==> src/rtl/neuron_mac_pkg.sv <==
// Shared Q-format constants and output-stage helpers for the neuron MAC.
// The helpers work on fixed maximum widths so they serve any legal parameterisation.
package neuron_mac_pkg;

    localparam int unsigned DataWidth    = 16;
    localparam int unsigned FracBits     = 8;
    localparam int unsigned MaxAccWidth  = 64;
    localparam int unsigned MaxDataWidth = 32;

    // Arithmetic shift (floor) followed by a clamp to a dw-bit signed range.
    function automatic logic signed [MaxDataWidth-1:0] sat_trunc(
        input logic signed [MaxAccWidth-1:0] sum,
        input int unsigned                   dw,
        input int unsigned                   fb
    );
        logic signed [MaxAccWidth-1:0] res;
        logic signed [MaxAccWidth-1:0] hi;
        logic signed [MaxAccWidth-1:0] lo;
        res = sum >>> fb;
        hi  = (64'sd1 <<< (dw - 1)) - 64'sd1;
        lo  = -(64'sd1 <<< (dw - 1));
        if (res > hi) begin
            res = hi;
        end else if (res < lo) begin
            res = lo;
        end
        return res[MaxDataWidth-1:0];
    endfunction

    function automatic logic signed [MaxDataWidth-1:0] relu_clamp(
        input logic signed [MaxDataWidth-1:0] v,
        input bit                             en
    );
        return (en && (v < 0)) ? '0 : v;
    endfunction

endpackage

==> src/rtl/neuron_mac_sat_act.sv <==
// Combinational output stage: full-precision sum in, saturated and optionally
// ReLU-clamped fixed-point result out.
module neuron_mac_sat_act
    import neuron_mac_pkg::*;
#(
    parameter int unsigned accWidth  = 40,
    parameter int unsigned dataWidth = DataWidth,
    parameter int unsigned fracBits  = FracBits,
    parameter int unsigned actRelu   = 0
) (
    input  logic [accWidth-1:0]  i_sum,
    output logic [dataWidth-1:0] o_res
);

    logic [MaxAccWidth-1:0] w_sum_ext;

    assign w_sum_ext = {{(MaxAccWidth - accWidth){i_sum[accWidth-1]}}, i_sum};

    assign o_res = dataWidth'(relu_clamp(sat_trunc($signed(w_sum_ext), dataWidth, fracBits),
                                         actRelu != 0));

endmodule

==> src/rtl/neuron_mac.sv <==
// Multiply-accumulate neuron: reads one weight per input sample, accumulates
// numWeight products plus bias, and emits one saturated result per vector.
module neuron_mac
    import neuron_mac_pkg::*;
#(
    parameter int unsigned numWeight    = 3,
    parameter int unsigned addressWidth = 10,
    parameter int unsigned dataWidth    = DataWidth,
    parameter int unsigned fracBits     = FracBits,
    parameter int unsigned accWidth     = 40,
    parameter int unsigned actRelu      = 0
) (
    input  logic                    clk,
    input  logic                    rst_n,
    input  logic                    in_valid,
    input  logic [dataWidth-1:0]    in_data,
    input  logic [dataWidth-1:0]    bias,
    output logic                    ren,
    output logic [addressWidth-1:0] radd,
    input  logic [dataWidth-1:0]    wout,
    output logic                    out_valid,
    output logic [dataWidth-1:0]    out_data
);

    logic [addressWidth-1:0]  r_wcnt;
    logic                     r_a_v;
    logic                     r_a_last;
    logic [dataWidth-1:0]     r_x;
    logic                     r_b_v;
    logic                     r_b_last;
    logic [2*dataWidth-1:0]   r_prod;
    logic [accWidth-1:0]      r_acc;
    logic                     r_out_valid;
    logic [dataWidth-1:0]     r_out_data;

    logic                     w_last;
    logic [2*dataWidth-1:0]   w_x_ext;
    logic [2*dataWidth-1:0]   w_w_ext;
    logic [2*dataWidth-1:0]   w_prod;
    logic [accWidth-1:0]      w_prod_ext;
    logic [accWidth-1:0]      w_bias_ext;
    logic [accWidth-1:0]      w_acc_sum;
    logic [accWidth-1:0]      w_final_sum;
    logic [dataWidth-1:0]     w_res;

    assign ren    = in_valid;
    assign radd   = r_wcnt;
    assign w_last = (r_wcnt == addressWidth'(numWeight - 1));

    // Low 2*dataWidth bits of a product of sign-extended operands equal the signed product.
    assign w_x_ext = {{dataWidth{r_x[dataWidth-1]}}, r_x};
    assign w_w_ext = {{dataWidth{wout[dataWidth-1]}}, wout};
    assign w_prod  = w_x_ext * w_w_ext;

    assign w_prod_ext  = {{(accWidth - 2*dataWidth){r_prod[2*dataWidth-1]}}, r_prod};
    assign w_bias_ext  = {{(accWidth - dataWidth - fracBits){bias[dataWidth-1]}}, bias,
                          {fracBits{1'b0}}};
    assign w_acc_sum   = r_acc + w_prod_ext;
    assign w_final_sum = w_acc_sum + w_bias_ext;

    neuron_mac_sat_act #(
        .accWidth  (accWidth),
        .dataWidth (dataWidth),
        .fracBits  (fracBits),
        .actRelu   (actRelu)
    ) u_sat_act (
        .i_sum (w_final_sum),
        .o_res (w_res)
    );

    // Stage A: sample capture and weight address counter.
    always_ff @(posedge clk or negedge rst_n) begin
        if (!rst_n) begin
            r_wcnt   <= '0;
            r_a_v    <= 1'b0;
            r_a_last <= 1'b0;
            r_x      <= '0;
        end else begin
            r_a_v <= in_valid;
            if (in_valid) begin
                r_x      <= in_data;
                r_a_last <= w_last;
                r_wcnt   <= w_last ? '0 : r_wcnt + 1'b1;
            end
        end
    end

    // Stage B: multiply by the weight returned for the previous cycle's read.
    always_ff @(posedge clk or negedge rst_n) begin
        if (!rst_n) begin
            r_b_v    <= 1'b0;
            r_b_last <= 1'b0;
            r_prod   <= '0;
        end else begin
            r_b_v    <= r_a_v;
            r_b_last <= r_a_last;
            if (r_a_v) begin
                r_prod <= w_prod;
            end
        end
    end

    // Stage C: accumulate; on the last product fold in bias, emit and clear in one cycle.
    always_ff @(posedge clk or negedge rst_n) begin
        if (!rst_n) begin
            r_acc       <= '0;
            r_out_valid <= 1'b0;
            r_out_data  <= '0;
        end else begin
            r_out_valid <= 1'b0;
            if (r_b_v) begin
                if (r_b_last) begin
                    r_out_data  <= w_res;
                    r_out_valid <= 1'b1;
                    r_acc       <= '0;
                end else begin
                    r_acc <= w_acc_sum;
                end
            end
        end
    end

    assign out_valid = r_out_valid;
    assign out_data  = r_out_data;

endmodule
==> config.mk <==
export PLATFORM = sky130hd
export DESIGN_NAME = neuron_mac
export DESIGN_NICKNAME = d
export VERILOG_FILES = /design/src/rtl/neuron_mac_pkg.sv /design/src/rtl/neuron_mac_sat_act.sv /design/src/rtl/neuron_mac.sv
export SDC_FILE = /design/constraint.sdc
export NUM_CORES = 1
export LEC_CHECK = 0
export CORE_ASPECT_RATIO = 1.2
export CORE_UTILIZATION = 38
export DETAILED_ROUTE_END_ITERATION = 6
export PLACE_DENSITY_LB_ADDON = 0.15
export SLEW_MARGIN = 20
export SYNTH_ARGS = -nofsm -noshare
export SYNTH_HDL_FRONTEND = slang
export SYNTH_HIERARCHICAL = 1
export SYNTH_SLANG_ARGS = --single-unit
==> constraint.sdc <==
create_clock -name clk -period 16.5 [get_ports clk]
set_input_delay 4.125 -clock clk [delete_from_list [all_inputs] [get_ports clk]]
set_output_delay 4.125 -clock clk [all_outputs]
set_load 0.005 [all_outputs]
# Yosys cells after proc, flatten, opt, wreduce, memory -nomap -nowiden
# Index checks and enable logic that the tools add are counted.
[totals] regBits=119 inputBits=51 out_inout_bits=28
[classes] n_addsub=3 mul=1 order_cmp=2 n_eq_ne=1 mux=6 reduce_logical=1
[op_table] op="adder 40 bit" n=2
[op_table] op="two-way mux 40 bit" n=1
[op_table] op="> comparator 32 x 16 -> 1 bit, second input constant" n=1
[op_table] op="< comparator 32 x 16 -> 1 bit, second input constant" n=1
[op_table] op="multiplier 16 x 16 -> 32 bit" n=1
[op_table] op="two-way mux 16 bit" n=2
[op_table] op="adder 10 x 1 -> 10 bit, second input constant" n=1
[op_table] op="== test 10 x 2 -> 1 bit, second input constant" n=1
[op_table] op="two-way mux 10 bit" n=1
[op_table] op="two-way mux 1 bit" n=2
[op_table] op="AND reduction 2 bit" n=1

# Depth between registers and ports, before layout
[logic_depth] depth_word=5 ltp_mapped=25

# Cells and area by module
# The synthesis kept the hierarchy.
[modules_own_cells] mod="neuron_mac" n_inst=1 cells_per_inst=1874 area_per_inst_um2=17877.1 seq_area_each_um2=2977.9
[modules_own_cells] mod="neuron_mac_sat_act" n_inst=1 cells_per_inst=28 area_per_inst_um2=231.5 seq_area_each_um2=0.0

# Least setup slack after synthesis
# OpenSTA, ideal clock, no wires.
[synth_path] path_kind="input-to-reg" from="input port wout[7]" to="register r_prod[29]" arrival_ns=9.865 t_required_ns=16.376 setup_slack_ns=6.511 stages=23 path_cell_list="clkbuf_1 > nand2_1 > fa_1 > inv_1 > fa_1 > inv_1 > fa_1 > inv_1 > fa_1 > fa_1 > inv_1 > fa_1 > inv_1 > ha_1 > a21o_1 > a21oi_1 > o211ai_1 > a221oi_1 > o22ai_1 > o311a_1 > o41ai_2 > mux2i_1 > a211o_1"
[synth_between] elab_chain_len=1
[synth_rtl] item="start: declaration" line="neuron_mac.sv:20" source="input logic [dataWidth-1:0] wout,"
[synth_rtl] item="multiplier 16 x 16 -> 32 bit" line="neuron_mac.sv:53" source="assign w_prod = w_x_ext * w_w_ext;"
[synth_rtl] item="end signal: assignment" line="neuron_mac.sv:98" source="r_prod <= w_prod;"
[synth_rtl] item="end: declaration" line="neuron_mac.sv:31" source="logic [2*dataWidth-1:0] r_prod;"
# No other way between the ends.
# A chain may end at the register's enable or synchronous reset.

# Worst setup path in the final report
# Same ends and word-level chain as after synthesis.

==> results by group <==
Status
  • Status: completed

Worst setup path
  • Crit. End Element: flip-flop
  • Slowest stage cell, crit path: clkdlybuf4s50_1
  • Crit Path Max Fanout: 16
  • Crit path buf inv count: 6
  • Worst r2r dst: r_prod[29]
  • R2r setup slk: 9.59 ns
  • Worst EP required: 16.86 ns
  • Most frequent CP cell: fa_1
  • R2R cell count: 22
  • Worst EP arrival: 11.05 ns
  • CP peak stage delay: ~0.9 ns
  • Critical Path Sink: r_prod[29]
  • WS Path Type: input port to flip-flop
  • Worst r2r src: r_x[7]
  • CP Launch Type: input port
  • Worst path depth: 23
  • Crit path from: wout[7]
  • Delay-heaviest family, CP: adder cells
  • Cell chain of the critical path: clkdlybuf4s50_1 > nand2_1 > fa_1 > inv_1 > fa_1 > inv_1 > fa_1 > inv_1 > fa_1 > fa_1 > inv_1 > fa_1 > inv_1 > ha_1 > a21o_1 > a21oi_1 > o211ai_1 > a221oi_1 > o22ai_1 > o311a_1 > o41ai_2 > mux2i_1 > a211o_1

Die
  • Core Footprint: 0.04703 mm2
  • Ports: 79
  • Rows: 87
  • Die W: roughly 200 um
  • Die ar.: between 0.04 and 0.05 mm2
  • Initial core utilization: 38.51%
  • Die height: 241.1 um

Global route
  • Initial antenna violation count: 0
  • Gr usage total: 19.30%
  • Largest net degree at the start of global routing: 66
  • First-pass GRT wire length: ~74,000 um
  • Vias in the first global route: between 10,000 and 15,000
  • Grt ovf: 0

Finish
  • Layout cells sized above 1: under 10%
  • Antenna diode count: 0
  • Commonest non-fill, non-tap cell in the layout: inv_1
  • Filler instances: 4,664
  • Commonest cells after routing, fill and taps aside: 324 x inv_1, 264 x fa_1, 169 x nand2_1, 154 x ha_1, 128 x and2_1
  • Layout Nets: around 2,400
  • Area growth from synthesis to layout: 10.92%

Detailed routing
  • WL/cell: 16.63 um
  • Detailed Routing Iterations Pass 1: 5
  • Number of remaining DRC errors: 0
  • Initial DRC count: 542
  • Vias/cell: approximately 5.1
  • DRT Wirelength: 43,010 um
  • Antenna-violating nets left: 0
  • Routed via count: 13,090

Yosys
  • Asr flop ratio synth: 100.0%
  • Number of flops mapped to enable cells by yosys: 0
  • Avg Cell Area, Syn: 9.521 um2
  • Flops & latches, synth: 119
  • Cell variety after synth: 76
  • Cell Area, Synth: 0.01811 mm2
  • Register area share after synthesis: 16.44%
  • Post-Synthesis Cells: 1,902
  • Main synth FF type: dfrtp_1
  • Synthesized Nets: 2,371
  • Ys Warns: 6

Clock network
  • CTS Hold Bufs: 0
  • H-tree depth: 4
  • CTS max path bufs: 2
  • Reg clk slew, reported paths: about 0.06 ns
  • Clk_lat worst skew: 0.47 ns
  • Inserted Clock Buffers: 17
  • Sink Count: 119
  • Total setup buffers inserted after CTS: 0
  • Clock root buffer: clkbuf_16
  • CTS resizes: 0
  • CTS tree: built

Timing
  • RSZ-0062 raised after global routing: no
  • Crit path time final: 10.69 ns
  • Max-slew violation count: 0
  • # setup viols final: 0
  • Relative slew slack: 33.94%
  • Final TNS setup: 0 ns
  • Hold WS: about 0.37 ns
  • Tcrit/Tclk final: 64.78%
  • Clock Skews: about 0.013 ns
  • Final hold violation count: 0
  • Max Freq: 93.56 MHz
  • Worst-margin pin slew: 0.9909 ns

Placed design
  • Final GP Congestion: ~0.83
  • Port Buffers: a little under 80
  • HPWL after detailed placement: 34,800 um

Worst hold path
  • Worst hold path type: flip-flop to flip-flop

Job
  • Max_cap viols: 0
==> cell type report <==
| cell class | count | area, um2 | share of cell area, % |
|---|---|---|---|
| clock inverter | 14 | 167.7 | 0.8347 |
| multi-input combinational | 1402 | 13680 | 68.12 |
| tap | 623 | 779.5 | 3.881 |
| clock buffer | 18 | 429.2 | 2.137 |
| inverter | 325 | 1220 | 6.074 |
| timing repair buffer | 85 | 829.5 | 4.130 |
| sequential | 119 | 2978 | 14.83 |
==> per-layer routing <==
metal	global-route usage, %	vias up	share of wire, %
met5	0	-	0
met4	5.257	0	1.7
met3	3.335	49	3.3
met2	32.41	222	48
met1	25.66	6484	47
li1	-	6336	-
==> worst min-delay path by stage <==
stage	from	end	slack [ns]	depth (start not counted)
final	r_a_last	r_b_last	0.37	0
after global routing	r_a_last	r_b_last	0.40	0
after CTS	r_a_last	r_b_last	0.38	0
after detailed placement	r_a_last	r_b_last	0.36	0
after global placement	r_a_last	r_b_last	0.36	0
after floorplan	r_a_last	r_b_last	0.35	0
==> worst reg2reg max path: stages (launching register included) <==
cell	delay, ns
dfrtp_1	0.77
nand2_1	0.18
fa_1	0.56
inv_1	0.05
fa_1	0.51
inv_1	0.05
fa_1	0.48
inv_1	0.06
fa_1	0.50
fa_1	0.59
inv_1	0.08
fa_1	0.54
inv_1	0.04
ha_1	0.35
a21o_1	0.20
a21oi_1	0.19
o211ai_1	0.11
a221oi_1	0.34
o22ai_1	0.17
o311a_1	0.38
o41ai_2	0.25
mux2i_1	0.12
a211o_1	0.27
==> sequential cells by signal (all words and copies together), names as in the netlist <==
register / cells
out_data: 16
out_valid: 1
r_a_last: 1
r_a_v: 1
r_acc: 40
r_b_last: 1
r_b_v: 1
r_prod: 32
r_x: 16
radd: 10
==> metrics by stage <==
| stage | setup slack [ns] | utilization [%] | area (um2) | cells |
|---|---|---|---|---|
| 6_report | 5.812 | 42.71 | 20090 | 2586 |
| 5_1_grt | 5.368 | 42.71 | 20090 | 2586 |
| 4_1_cts | 5.828 | 42.71 | 20090 | 2586 |
| 3_5_place_dp | 5.317 | 41.44 | 19490 | 2554 |
| 3_3_place_gp | 5.391 | 41.44 | 19490 | 2554 |
| 2_1_floorplan | 6.511 | - | 18110 | 1902 |
==> synth_stat cells, types with 3 or more instances <==
master	count	area share, %
nor2b_1	11	0.38
nor4_1	7	0.24
mux2_2	57	3.5
nand2_1	169	3.5
xnor2_1	72	3.5
o22ai_1	4	0.14
o211ai_1	12	0.50
a31o_2	9	0.44
a21o_1	71	2.9
a21boi_0	3	0.12
a41oi_1	5	0.24
fa_1	264	29
a221oi_1	4	0.19
nand3b_1	4	0.17
nor3_1	14	0.39
o31ai_1	5	0.21
a22o_1	33	1.6
o21a_1	10	0.41
a211o_1	5	0.24
dfrtp_1	119	16
o21ai_0	50	1.4
or3_1	8	0.28
and2_1	128	4.4
nand4_1	14	0.48
and3_1	11	0.38
a211oi_1	15	0.62
o21bai_1	13	0.54
nand2b_1	15	0.52
xor2_1	28	1.4
a21oi_1	70	1.9
inv_1	324	6.7
a31oi_1	8	0.28
clkbuf_1	49	1.0
o21ai_1	6	0.17
and4_1	4	0.19
nor2_1	50	1.0
a21o_2	5	0.24
or2_2	3	0.10
ha_1	154	11
nand3_1	21	0.58
and2_2	3	0.12
==> cell families after synthesis <==
logic type	Yosys count	share of synthesized area, %
and+or+nand+nor	471	13.25
xor gates and xnor gates	101	4.961
AOI/OAI and AO/OA	353	13.82
DFF	119	16.44
buffers and inverters	381	8.043
muxes	59	3.655
adders and majority gates	418	39.83
Power is not shown: default switching activity piles up to over one toggle a cycle in this logic, so the estimate is an artifact.
